### src/rtl/hazard_forward_unit_if.sv
// ID-stage hazard/forwarding bundle.
// master drives ID fields and Flush; slave returns Stall, SelA/SelB, StallCount.
interface hazard_forward_unit_if;
  logic [4:0]  Rs_ID;
  logic [4:0]  Rt_ID;
  logic [4:0]  Rd_ID;
  logic        UsesRs_ID;
  logic        UsesRt_ID;
  logic        RegWrite_ID;
  logic        MemRead_ID;
  logic        Flush;
  logic [1:0]  SelA;
  logic [1:0]  SelB;
  logic        Stall;
  logic [15:0] StallCount;

  modport master (
    output Rs_ID,
    output Rt_ID,
    output Rd_ID,
    output UsesRs_ID,
    output UsesRt_ID,
    output RegWrite_ID,
    output MemRead_ID,
    output Flush,
    input  SelA,
    input  SelB,
    input  Stall,
    input  StallCount
  );

  modport slave (
    input  Rs_ID,
    input  Rt_ID,
    input  Rd_ID,
    input  UsesRs_ID,
    input  UsesRt_ID,
    input  RegWrite_ID,
    input  MemRead_ID,
    input  Flush,
    output SelA,
    output SelB,
    output Stall,
    output StallCount
  );
endinterface

### src/rtl/hazard_forward_unit.sv
// Load-use stall + operand forwarding select unit.
// Ports: Clk, Rst_n (async low), hz (slave: ID fields in, Stall/Sel*/StallCount out).
module hazard_forward_unit (
  input  logic             Clk,
  input  logic             Rst_n,
  hazard_forward_unit_if.slave hz
);

  typedef struct packed {
    logic       v;
    logic       rw;
    logic       mr;
    logic [4:0] rd;
  } trk_t;

  localparam trk_t BUBBLE = '0;

  localparam logic [1:0] SEL_RF  = 2'b00;
  localparam logic [1:0] SEL_EXM = 2'b01;
  localparam logic [1:0] SEL_MWB = 2'b10;
  localparam logic [1:0] SEL_WBD = 2'b11;

  trk_t ex_q, ex_d;
  trk_t mem_q;
  trk_t wb_q;
  trk_t wb2_q;

  logic [1:0]  sel_a_q, sel_a_d;
  logic [1:0]  sel_b_q, sel_b_d;
  logic [15:0] stall_cnt_q, stall_cnt_d;

  logic stall;
  logic bubble;
  logic lu_rs;
  logic lu_rt;

  function automatic logic cand(trk_t e);
    return e.v & e.rw & (e.rd != 5'd0);
  endfunction

  function automatic logic hit(trk_t e, logic [4:0] r);
    return cand(e) & (e.rd == r);
  endfunction

  // Bubbles always carry all-zero fields.
  function automatic logic clean(trk_t e);
    return e.v | (e == BUBBLE);
  endfunction

  // Nearest producing stage wins.
  function automatic logic [1:0] pick(
    logic       uses,
    logic [4:0] r,
    trk_t       ex,
    trk_t       mem,
    trk_t       wb
  );
    logic       hx;
    logic       hm;
    logic       hw;
    logic [1:0] s;
    s  = SEL_RF;
    hx = uses & (r != 5'd0) & hit(ex, r);
    hm = uses & (r != 5'd0) & hit(mem, r) & ~hx;
    hw = uses & (r != 5'd0) & hit(wb, r) & ~hx & ~hm;
    unique case (1'b1)
      hx:      s = SEL_EXM;
      hm:      s = SEL_MWB;
      hw:      s = SEL_WBD;
      default: s = SEL_RF;
    endcase
    return s;
  endfunction

  always_comb begin
    lu_rs = hz.UsesRs_ID & (hz.Rs_ID == ex_q.rd);
    lu_rt = hz.UsesRt_ID & (hz.Rt_ID == ex_q.rd);
    stall = ~hz.Flush & cand(ex_q) & ex_q.mr
          & (lu_rs | lu_rt);
    bubble = stall | hz.Flush;
  end

  always_comb begin
    ex_d    = BUBBLE;
    sel_a_d = SEL_RF;
    sel_b_d = SEL_RF;
    if (!bubble) begin
      ex_d.v  = 1'b1;
      ex_d.rw = hz.RegWrite_ID;
      ex_d.mr = hz.MemRead_ID;
      ex_d.rd = hz.Rd_ID;
      sel_a_d = pick(hz.UsesRs_ID, hz.Rs_ID,
                     ex_q, mem_q, wb_q);
      sel_b_d = pick(hz.UsesRt_ID, hz.Rt_ID,
                     ex_q, mem_q, wb_q);
    end
  end

  always_comb begin
    stall_cnt_d = stall_cnt_q;
    if (stall && (stall_cnt_q != 16'hFFFF)) begin
      stall_cnt_d = stall_cnt_q + 16'd1;
    end
  end

  always_ff @(posedge Clk or negedge Rst_n) begin
    if (!Rst_n) begin
      ex_q        <= BUBBLE;
      mem_q       <= BUBBLE;
      wb_q        <= BUBBLE;
      wb2_q       <= BUBBLE;
      sel_a_q     <= SEL_RF;
      sel_b_q     <= SEL_RF;
      stall_cnt_q <= '0;
    end else begin
      wb2_q       <= wb_q;
      wb_q        <= mem_q;
      mem_q       <= ex_q;
      ex_q        <= ex_d;
      sel_a_q     <= sel_a_d;
      sel_b_q     <= sel_b_d;
      stall_cnt_q <= stall_cnt_d;
    end
  end

  always_ff @(posedge Clk) begin
    if (Rst_n) begin
      assert (clean(ex_q) && clean(mem_q)
              && clean(wb_q) && clean(wb2_q));
    end
  end

  assign hz.Stall      = stall;
  assign hz.SelA       = sel_a_q;
  assign hz.SelB       = sel_b_q;
  assign hz.StallCount = stall_cnt_q;

endmodule

### src/flat_wrapper.sv
// flat-port wrapper written by rule: the top's interface ports become plain ports
module hazard_forward_unit_flat 
  (Clk, Rst_n, hz_Rs_ID, hz_Rt_ID, hz_Rd_ID, hz_UsesRs_ID, hz_UsesRt_ID, hz_RegWrite_ID, hz_MemRead_ID, hz_Flush, hz_SelA, hz_SelB, hz_Stall, hz_StallCount);
  hazard_forward_unit_if hz_i ();
  input  logic Clk;
  input  logic Rst_n;
  input wire logic [$bits(hz_i.Rs_ID)-1:0] hz_Rs_ID;
  input wire logic [$bits(hz_i.Rt_ID)-1:0] hz_Rt_ID;
  input wire logic [$bits(hz_i.Rd_ID)-1:0] hz_Rd_ID;
  input wire logic [$bits(hz_i.UsesRs_ID)-1:0] hz_UsesRs_ID;
  input wire logic [$bits(hz_i.UsesRt_ID)-1:0] hz_UsesRt_ID;
  input wire logic [$bits(hz_i.RegWrite_ID)-1:0] hz_RegWrite_ID;
  input wire logic [$bits(hz_i.MemRead_ID)-1:0] hz_MemRead_ID;
  input wire logic [$bits(hz_i.Flush)-1:0] hz_Flush;
  output wire logic [$bits(hz_i.SelA)-1:0] hz_SelA;
  output wire logic [$bits(hz_i.SelB)-1:0] hz_SelB;
  output wire logic [$bits(hz_i.Stall)-1:0] hz_Stall;
  output wire logic [$bits(hz_i.StallCount)-1:0] hz_StallCount;
  assign hz_i.Rs_ID = hz_Rs_ID;
  assign hz_i.Rt_ID = hz_Rt_ID;
  assign hz_i.Rd_ID = hz_Rd_ID;
  assign hz_i.UsesRs_ID = hz_UsesRs_ID;
  assign hz_i.UsesRt_ID = hz_UsesRt_ID;
  assign hz_i.RegWrite_ID = hz_RegWrite_ID;
  assign hz_i.MemRead_ID = hz_MemRead_ID;
  assign hz_i.Flush = hz_Flush;
  assign hz_SelA = hz_i.SelA;
  assign hz_SelB = hz_i.SelB;
  assign hz_Stall = hz_i.Stall;
  assign hz_StallCount = hz_i.StallCount;
  hazard_forward_unit u_core (.Clk(Clk), .Rst_n(Rst_n), .hz(hz_i));
endmodule
### config.mk
export PLATFORM = sky130hd
export DESIGN_NAME = hazard_forward_unit_flat
export DESIGN_NICKNAME = d
export VERILOG_FILES = /design/src/rtl/hazard_forward_unit_if.sv /design/src/rtl/hazard_forward_unit.sv /design/src/flat_wrapper.sv
export SDC_FILE = /design/constraint.sdc
export NUM_CORES = 1
export LEC_CHECK = 0
export ABC_AREA = 1
export BUFFER_PORTS_ARGS = -buffer_cell sky130_fd_sc_hd__buf_2
export CAP_MARGIN = 20
export CORE_MARGIN = 3
export CORE_UTILIZATION = 30
export CTS_CLUSTER_DIAMETER = 150
export CTS_CLUSTER_SIZE = 10
export DETAILED_ROUTE_END_ITERATION = 16
export SLEW_MARGIN = 10
export SYNTH_ARGS = -nofsm -noshare
export SYNTH_HDL_FRONTEND = slang
export SYNTH_SLANG_ARGS = --single-unit
### constraint.sdc
create_clock -name Clk -period 2.2 [get_ports Clk]
set_clock_uncertainty 0.1 [all_clocks]
set_input_delay 0.11 -clock Clk [delete_from_list [all_inputs] [get_ports Clk]]
set_output_delay 0.11 -clock Clk [all_outputs]
set_load 0.01 [all_outputs]
==> results of run 1 <==
## power by group through the flow
stage	Combinational, mW	Clock [mW]	Sequential (mW)
after floorplan	0.0992	0	0.825
after global placement	0.166	0	0.828
after detailed placement	0.169	0	0.830
after CTS	0.181	0.528	0.814
after global routing	0.203	0.574	0.818
final	0.178	0.504	0.815
## repair_timing
item,4_1_cts,5_1_grt
endpoints found under the hold margin,26,0
hold buffers,8,0
setup endpoints to repair,0,0
## area by class of cell
type                    count  area, sq um  share of cell area (%)
inverters                  40          150                    5.04
multi-input cells         237         1250                    41.9
repair buffers             53          313                    10.5
clock buffers               7         86.3                    2.90
well taps                 102          128                    4.28
clock inverters             1         5.00                   0.168
flip-flops and latches     42         1050                    35.2
## worst paths after layout
check,end,startpoint,depth (start not counted),slack [ns]
max in group asynchronous,u_core.ex_q[6],Rst_n,3,1.11
max reg2reg,u_core.hz.StallCount[0],u_core.hz.StallCount[0],7,0.42
min in group asynchronous,u_core.wb_q[0],Rst_n,2,0.20
max,hz_Stall,u_core.ex_q[3],9,0.30
min reg2reg,u_core.wb_q[6],u_core.mem_q[6],0,0.27
min,u_core.ex_q[0],hz_Flush,4,0.16
## kinds of logic after synthesis
logic type      count (synthesis)  share of synthesized area (%)
compound gates                  5                           1.00
xor+xnor                       28                           9.85
fa+ha+maj                       1                          0.502
buf+inv                        45                           7.64
flops                          42                           42.2
simple gates                  203                           38.8
## critical path, stage by stage, from the launching register on
cell,delay (ns)
dfrtp_1,0.40
inv_1,0.08
nand2_1,0.06
nand2_1,0.07
nor2_2,0.14
nand4_2,0.14
nand2_4,0.23
nand2_2,0.09
inv_1,0.07
buf_2,0.12
## metrics by stage
| step | total power [mW] | util [%] | setup WS, ns | cell area [sq um] | cells |
|---|---|---|---|---|---|
| floorplan | 0.924 | - | 0.551 | 2490 | 324 |
| global placement | 0.994 | 35.6 | 0.429 | 2810 | 466 |
| detailed placement | 0.999 | 35.6 | 0.399 | 2810 | 466 |
| CTS | 1.52 | 37.8 | 0.270 | 2980 | 482 |
| global route | 1.59 | 37.8 | 0.0880 | 2980 | 482 |
| finish | 1.50 | 37.8 | 0.297 | 2980 | 482 |
## layout by cell type (no fill, tap or decap), types with 7 or more instances in the layout
cell           netlist  routed
inv_2                7       7
dlygate4sd3_1        0       8
nand3_1             13      13
inv_1               33      33
dfrtp_1             42      42
xnor2_1             20      20
nand2_1             94      94
buf_2                2      42
nand4_1             24      24
xor2_1               8       8
nor2_1              44      44
nand2_2             12      12
## sequential cells by signal, summed over array words and instances (netlist names)
| signal | count |
|---|---|
| u_core.wb_q | 7 |
| u_core.hz.SelA | 2 |
| u_core.hz.SelB | 2 |
| u_core.hz.StallCount | 16 |
| u_core.ex_q | 8 |
| u_core.mem_q | 7 |
## routing by layer
layer,vias to the layer above,routed length (um)
met3,7,291
li1,1125,-
met2,51,2840
met1,1077,2750
met5,-,0
met4,0,50
==> results_dict.tcl, run 1 <==
set metrics [dict create \
    hpwl_mm 4.62 \
    crit_path_end_kind "primary output" \
    ys.flop_type "dfrtp_1" \
    hold_viol_final 0 \
    setup_tns_ns 0 \
    antenna_found_initial 0 \
    wl_per_cell_um 12.3 \
    fin_crit_ns 1.90 \
    p_leak_nw 1.53 \
    wl_mm 5.94 \
    cp-start-kind "flip-flop" \
    clock_path_buffers 2 \
    slew_viol_final 0 \
    grtUsageMet1_pct 17.8 \
    fp.dieArea_sq_mm 0.00943 \
    syn_to_final_growth_pct 19.7 \
    post_cts_buffers 0 \
    synth_common_cells "nand2_1, nor2_1, dfrtp_1, inv_1, nand4_1" \
    synth_largest_area_cell "dfrtp_1" \
    grt_overflow 0 \
    die_w_um 97.1 \
    fp-row-count 32 \
    path_max_fanout 19 \
    grt.met2_usage_pct 21.9 \
    p_int_mw 1.12 \
    fin_nets 402 \
    portBuffers 42 \
    p_clk_share_pct 33.7 \
    p_switching_mw 0.377 \
    ctsHtreeMaxLevel 2 \
    grt_first_pass_wirelength_mm 10.4 \
    grt.met3_usage_pct 3.09 \
    min_path_type "primary input to flip-flop" \
    maxCapViolations 0 \
    cts_tree "built" \
    vias_per_cell 4.69 \
    cts_root_buf "clkbuf_8" \
    max_slew.worst_pin.slew_ns 0.473 \
    pwr-share-seq_pct 54.4 \
    io_pins 43 \
    yosys-top-cells-area "dfrtp_1, nand2_1, xnor2_1" \
    powerDensity_mw_per_mm2 502 \
    drt_first_pass_iters 4 \
    clock-sinks 42 \
    clk_pin_slew_ns 0.08 \
    insertion_delay_ns 0.29 \
    start_util_pct 31.6 \
    fmax_mhz 525 \
    core_sq_mm 0.00789 \
    holdWs_ns 0.155 \
    grt_max_degree 24 \
    synth_edf_count 0 \
    critPathRequiredTime_ns 1.99 \
    n_fill_cell 830 \
    first_iter_violations 94 \
    cts_resized 0 \
    ir_drop_mv 0.253 \
    yosysMostFrequentCell "nand2_1" \
    postRouteAntennaNets 0 \
    grt_pass1_vias 2258 \
    swShare_pct 25.2 \
    vias 2260 \
    gr-usage-all-layers_pct 13.3 \
    syn_inst 324 \
    synth.net_count 347 \
    setup_viol 0 \
    yosysWarningCount 0 \
    relSlewSlack_pct 68.5 \
    power_frac_comb_pct 11.9 \
    synth_area_sq_mm 0.00249 \
    ys_types 25 \
    cp_data_arrival_time_ns 1.69 \
    antennaDiodeCount 0 \
    synth_seq_cells 42 \
    top_usage_layer "met2" \
    critical_path_class "flip-flop to primary output" \
    numCtsBuffers 5 \
    avgSynthCellArea_sq_um 7.68 \
    fp.dieH_um 97.1 \
    drc_errors 0 \
    synth-seq-area-share_pct 42.2 \
    outcome "complete, no violations" \
    rsz0062_at_grt "false" \
    drive_gt1_share_pct 21.8 \
    fin_crit_sh_pct 86.5 \
    synth.top_cell.area_share_pct 42.2 \
    gp_congestion 0.879 \
    synthArstFlopShare_pct 100 \
]
Note: power is estimated with default switching activity, not from simulation.
==> inputs of run 2 (changes only) <==
--- a/config.mk
+++ b/config.mk
@@ -8,12 +8,15 @@
 export ABC_AREA = 1
 export BUFFER_PORTS_ARGS = -buffer_cell sky130_fd_sc_hd__buf_2
 export CAP_MARGIN = 20
+export CELL_PAD_IN_SITES_DETAIL_PLACEMENT = 0
+export CELL_PAD_IN_SITES_GLOBAL_PLACEMENT = 2
 export CORE_MARGIN = 3
 export CORE_UTILIZATION = 30
 export CTS_CLUSTER_DIAMETER = 150
 export CTS_CLUSTER_SIZE = 10
 export DETAILED_ROUTE_END_ITERATION = 16
-export SLEW_MARGIN = 10
+export PLACE_DENSITY_LB_ADDON = 0.1
+export SLEW_MARGIN = 30
 export SYNTH_ARGS = -nofsm -noshare
 export SYNTH_HDL_FRONTEND = slang
 export SYNTH_SLANG_ARGS = --single-unit
==> constraint.sdc (replaced) <==
create_clock -name Clk -period 2.2 [get_ports Clk]
set_clock_uncertainty 0.1 [all_clocks]
set_input_delay 0.33 -clock Clk [delete_from_list [all_inputs] [get_ports Clk]]
set_output_delay 0.33 -clock Clk [all_outputs]
set_load 0.01 [all_outputs]
==> run 2 against run 1 <==
  * Cell count is 0.83% lower
  * Via count is 2.6% lower
  * Non-clock buffer count is 4 lower
  * Largest cell class unchanged
==> results_dict.tcl, run 2 (synthesis results as in run 1) <==
set metrics [dict create \
    outcome "complete, no violations" \
    fin_crit_sh_pct 92.6 \
    grt_overflow 0 \
    cpMaxStageDelayCell "dfrtp_2" \
    postRouteAntennaNets 0 \
    setup_tns_ns 0 \
    final_common_cell "nand2_1" \
    relSlewSlack_pct 66.3 \
    first_iter_violations 107 \
    wl_mm 6.71 \
    critPathRequiredTime_ns 1.77 \
    drt_first_pass_iters 4 \
    antenna_found_initial 0 \
    ff2ff_setup_slack_ns 0.40 \
    start_util_pct 31.6 \
    drc_errors 0 \
    wl_per_cell_um 14.0 \
    grt_pass1_vias 2252 \
    drive_gt1_share_pct 23.7 \
    setup_viol 0 \
    fin_nets 398 \
    grt_first_pass_wirelength_mm 11.4 \
    crit_path_end_kind "primary output" \
    clock_path_buffers 2 \
    hold_viol_final 0 \
    cp-start-kind "flip-flop" \
    vias_per_cell 4.60 \
    fmax_mhz 491 \
    place_area_sq_mm 0.00285 \
    gp_congestion 0.772 \
    ctsHtreeMaxLevel 2 \
    post_cts_buffers 0 \
    fp-row-count 32 \
    slew_viol_final 0 \
    wl_met2_mm 3.27 \
    p_leak_nw 1.53 \
    numCtsBuffers 5 \
    met3_length_um 272 \
    n_fill_cell 855 \
    fin_crit_ns 2.04 \
    cts_root_buf "clkbuf_8" \
    clock-sinks 42 \
    cts_tree "built" \
    min_path_type "primary input to flip-flop" \
    antennaDiodeCount 0 \
    multiInputGateArea_sq_mm 0.00125 \
    critical_path_class "flip-flop to primary output" \
    die_w_um 97.1 \
    max_slew.worst_pin.slew_ns 0.505 \
    ff2ff_path_depth 7 \
    io_pins 43 \
    powerDensity_mw_per_mm2 542 \
    vias 2201 \
    grt_max_degree 24 \
    dr.max_layer_used "met4" \
    core_sq_mm 0.00789 \
    r2r-end "u_core.hz.StallCount[12]" \
    ir_drop_mv 0.283 \
    gr-usage-all-layers_pct 15.2 \
    layout_common_cells "nand2_1, nor2_1, buf_2, dfrtp_1, inv_1" \
    crit_chain "inv_1, nand2_1, nand2_1, nor2_2, nand4_2, nand2_4, nand2_2, inv_1, buf_2" \
    fp.dieH_um 97.1 \
    fin_area_sq_mm 0.00297 \
    rsz0062_at_grt "false" \
    crit_path_max_incr_delay_ns 0.43 \
    seq_area_sq_mm 0.00105 \
    cp_data_arrival_time_ns 1.61 \
    insertion_delay_ns 0.29 \
    crit_start "u_core.ex_q[2]" \
    hpwl_mm 5.41 \
    largest_reg_flops 16 \
    path_max_fanout 10 \
    portBuffers 42 \
    wl_met1_mm 3.04 \
    critPathCapture "hz_Stall" \
    fin_util_pct 37.7 \
    maxCapViolations 0 \
    reg2reg_from "u_core.hz.StallCount[0]" \
    fp.dieArea_sq_mm 0.00943 \
    clk_pin_slew_ns 0.08 \
    syn_to_final_growth_pct 19.4 \
]
run 2: changes by cell type in the layout (fill, tap and decap cells not counted):
| cell | previous run | this run |
|---|---|---|
| buf_4 | 3 | 5 |
| buf_12 | 0 | 1 |
| dfrtp_1 | 42 | 41 |
| nor2_1 | 44 | 43 |
| clkinvlp_4 | 0 | 2 |
| dfrtp_2 | 0 | 1 |
| clkbuf_8 | 6 | 5 |
| clkbuf_1 | 1 | 0 |
| nor2_2 | 3 | 4 |
| dlygate4sd3_1 | 8 | 1 |
| clkinv_2 | 1 | 0 |
| bufinv_16 | 0 | 1 |
run 2: worst min-delay path by stage:
stage	startpoint	end	slack (ns)	cells past startpoint
6_report	hz_Rd_ID[1]	u_core.ex_q[1]	0.13	3
5_1_grt	hz_Rd_ID[1]	u_core.ex_q[1]	0.13	3
4_1_cts	hz_Rd_ID[1]	u_core.ex_q[1]	0.12	3
3_5_place_dp	Rst_n	u_core.mem_q[0]	0.24	1
3_3_place_gp	Rst_n	u_core.mem_q[0]	0.23	1
2_1_floorplan	Rst_n	u_core.ex_q[0]	-0.07	0
run 2: per-stage QoR:
stage / cells / worst slack, ns / hold WS (ns) / power, mW
floorplan: 324 / 0.551 / -0.0656 / 0.924
global placement: 469 / 0.373 / 0.227 / 1.01
detailed placement: 469 / 0.367 / 0.235 / 1.01
CTS: 478 / 0.0621 / 0.121 / 1.64
global route: 478 / 0.0423 / 0.126 / 1.70
finish: 478 / 0.162 / 0.134 / 1.61
run 2: metal layers:
metal,vias to the layer above,GRT usage (%)
met5,-,0
met4,0,5.08
met3,9,2.94
met2,50,25.2
met1,1018,19.8
li1,1124,-
run 2: area by class of cell:
type / count / area share (%)
inverters: 40 / 5.05
clock inverters: 3 / 1.52
repair buffers: 49 / 9.34
multi-input cells: 237 / 42.1
well taps: 102 / 4.29
flip-flops and latches: 42 / 35.4
clock buffers: 5 / 2.31
run 2: critical path: cells and delay by family, from the launching register on:
family        cells  cell delay, ns
simple gates      6            0.65
flops             1            0.43
buf+inv           3            0.24
run 2: timing repair:
action,4_1_cts,5_1_grt
endpoints found under the setup margin,0,1
endpoints found under the hold margin,19,0
resized for setup,0,2
hold buffers,1,0
run 2: where the power goes:
group	internal [mW]	switching, mW	total (mW)
clock network	0.338	0.281	0.619
registers	0.793	0.0227	0.815
logic	0.0687	0.108	0.176
total	1.20	0.412	1.61
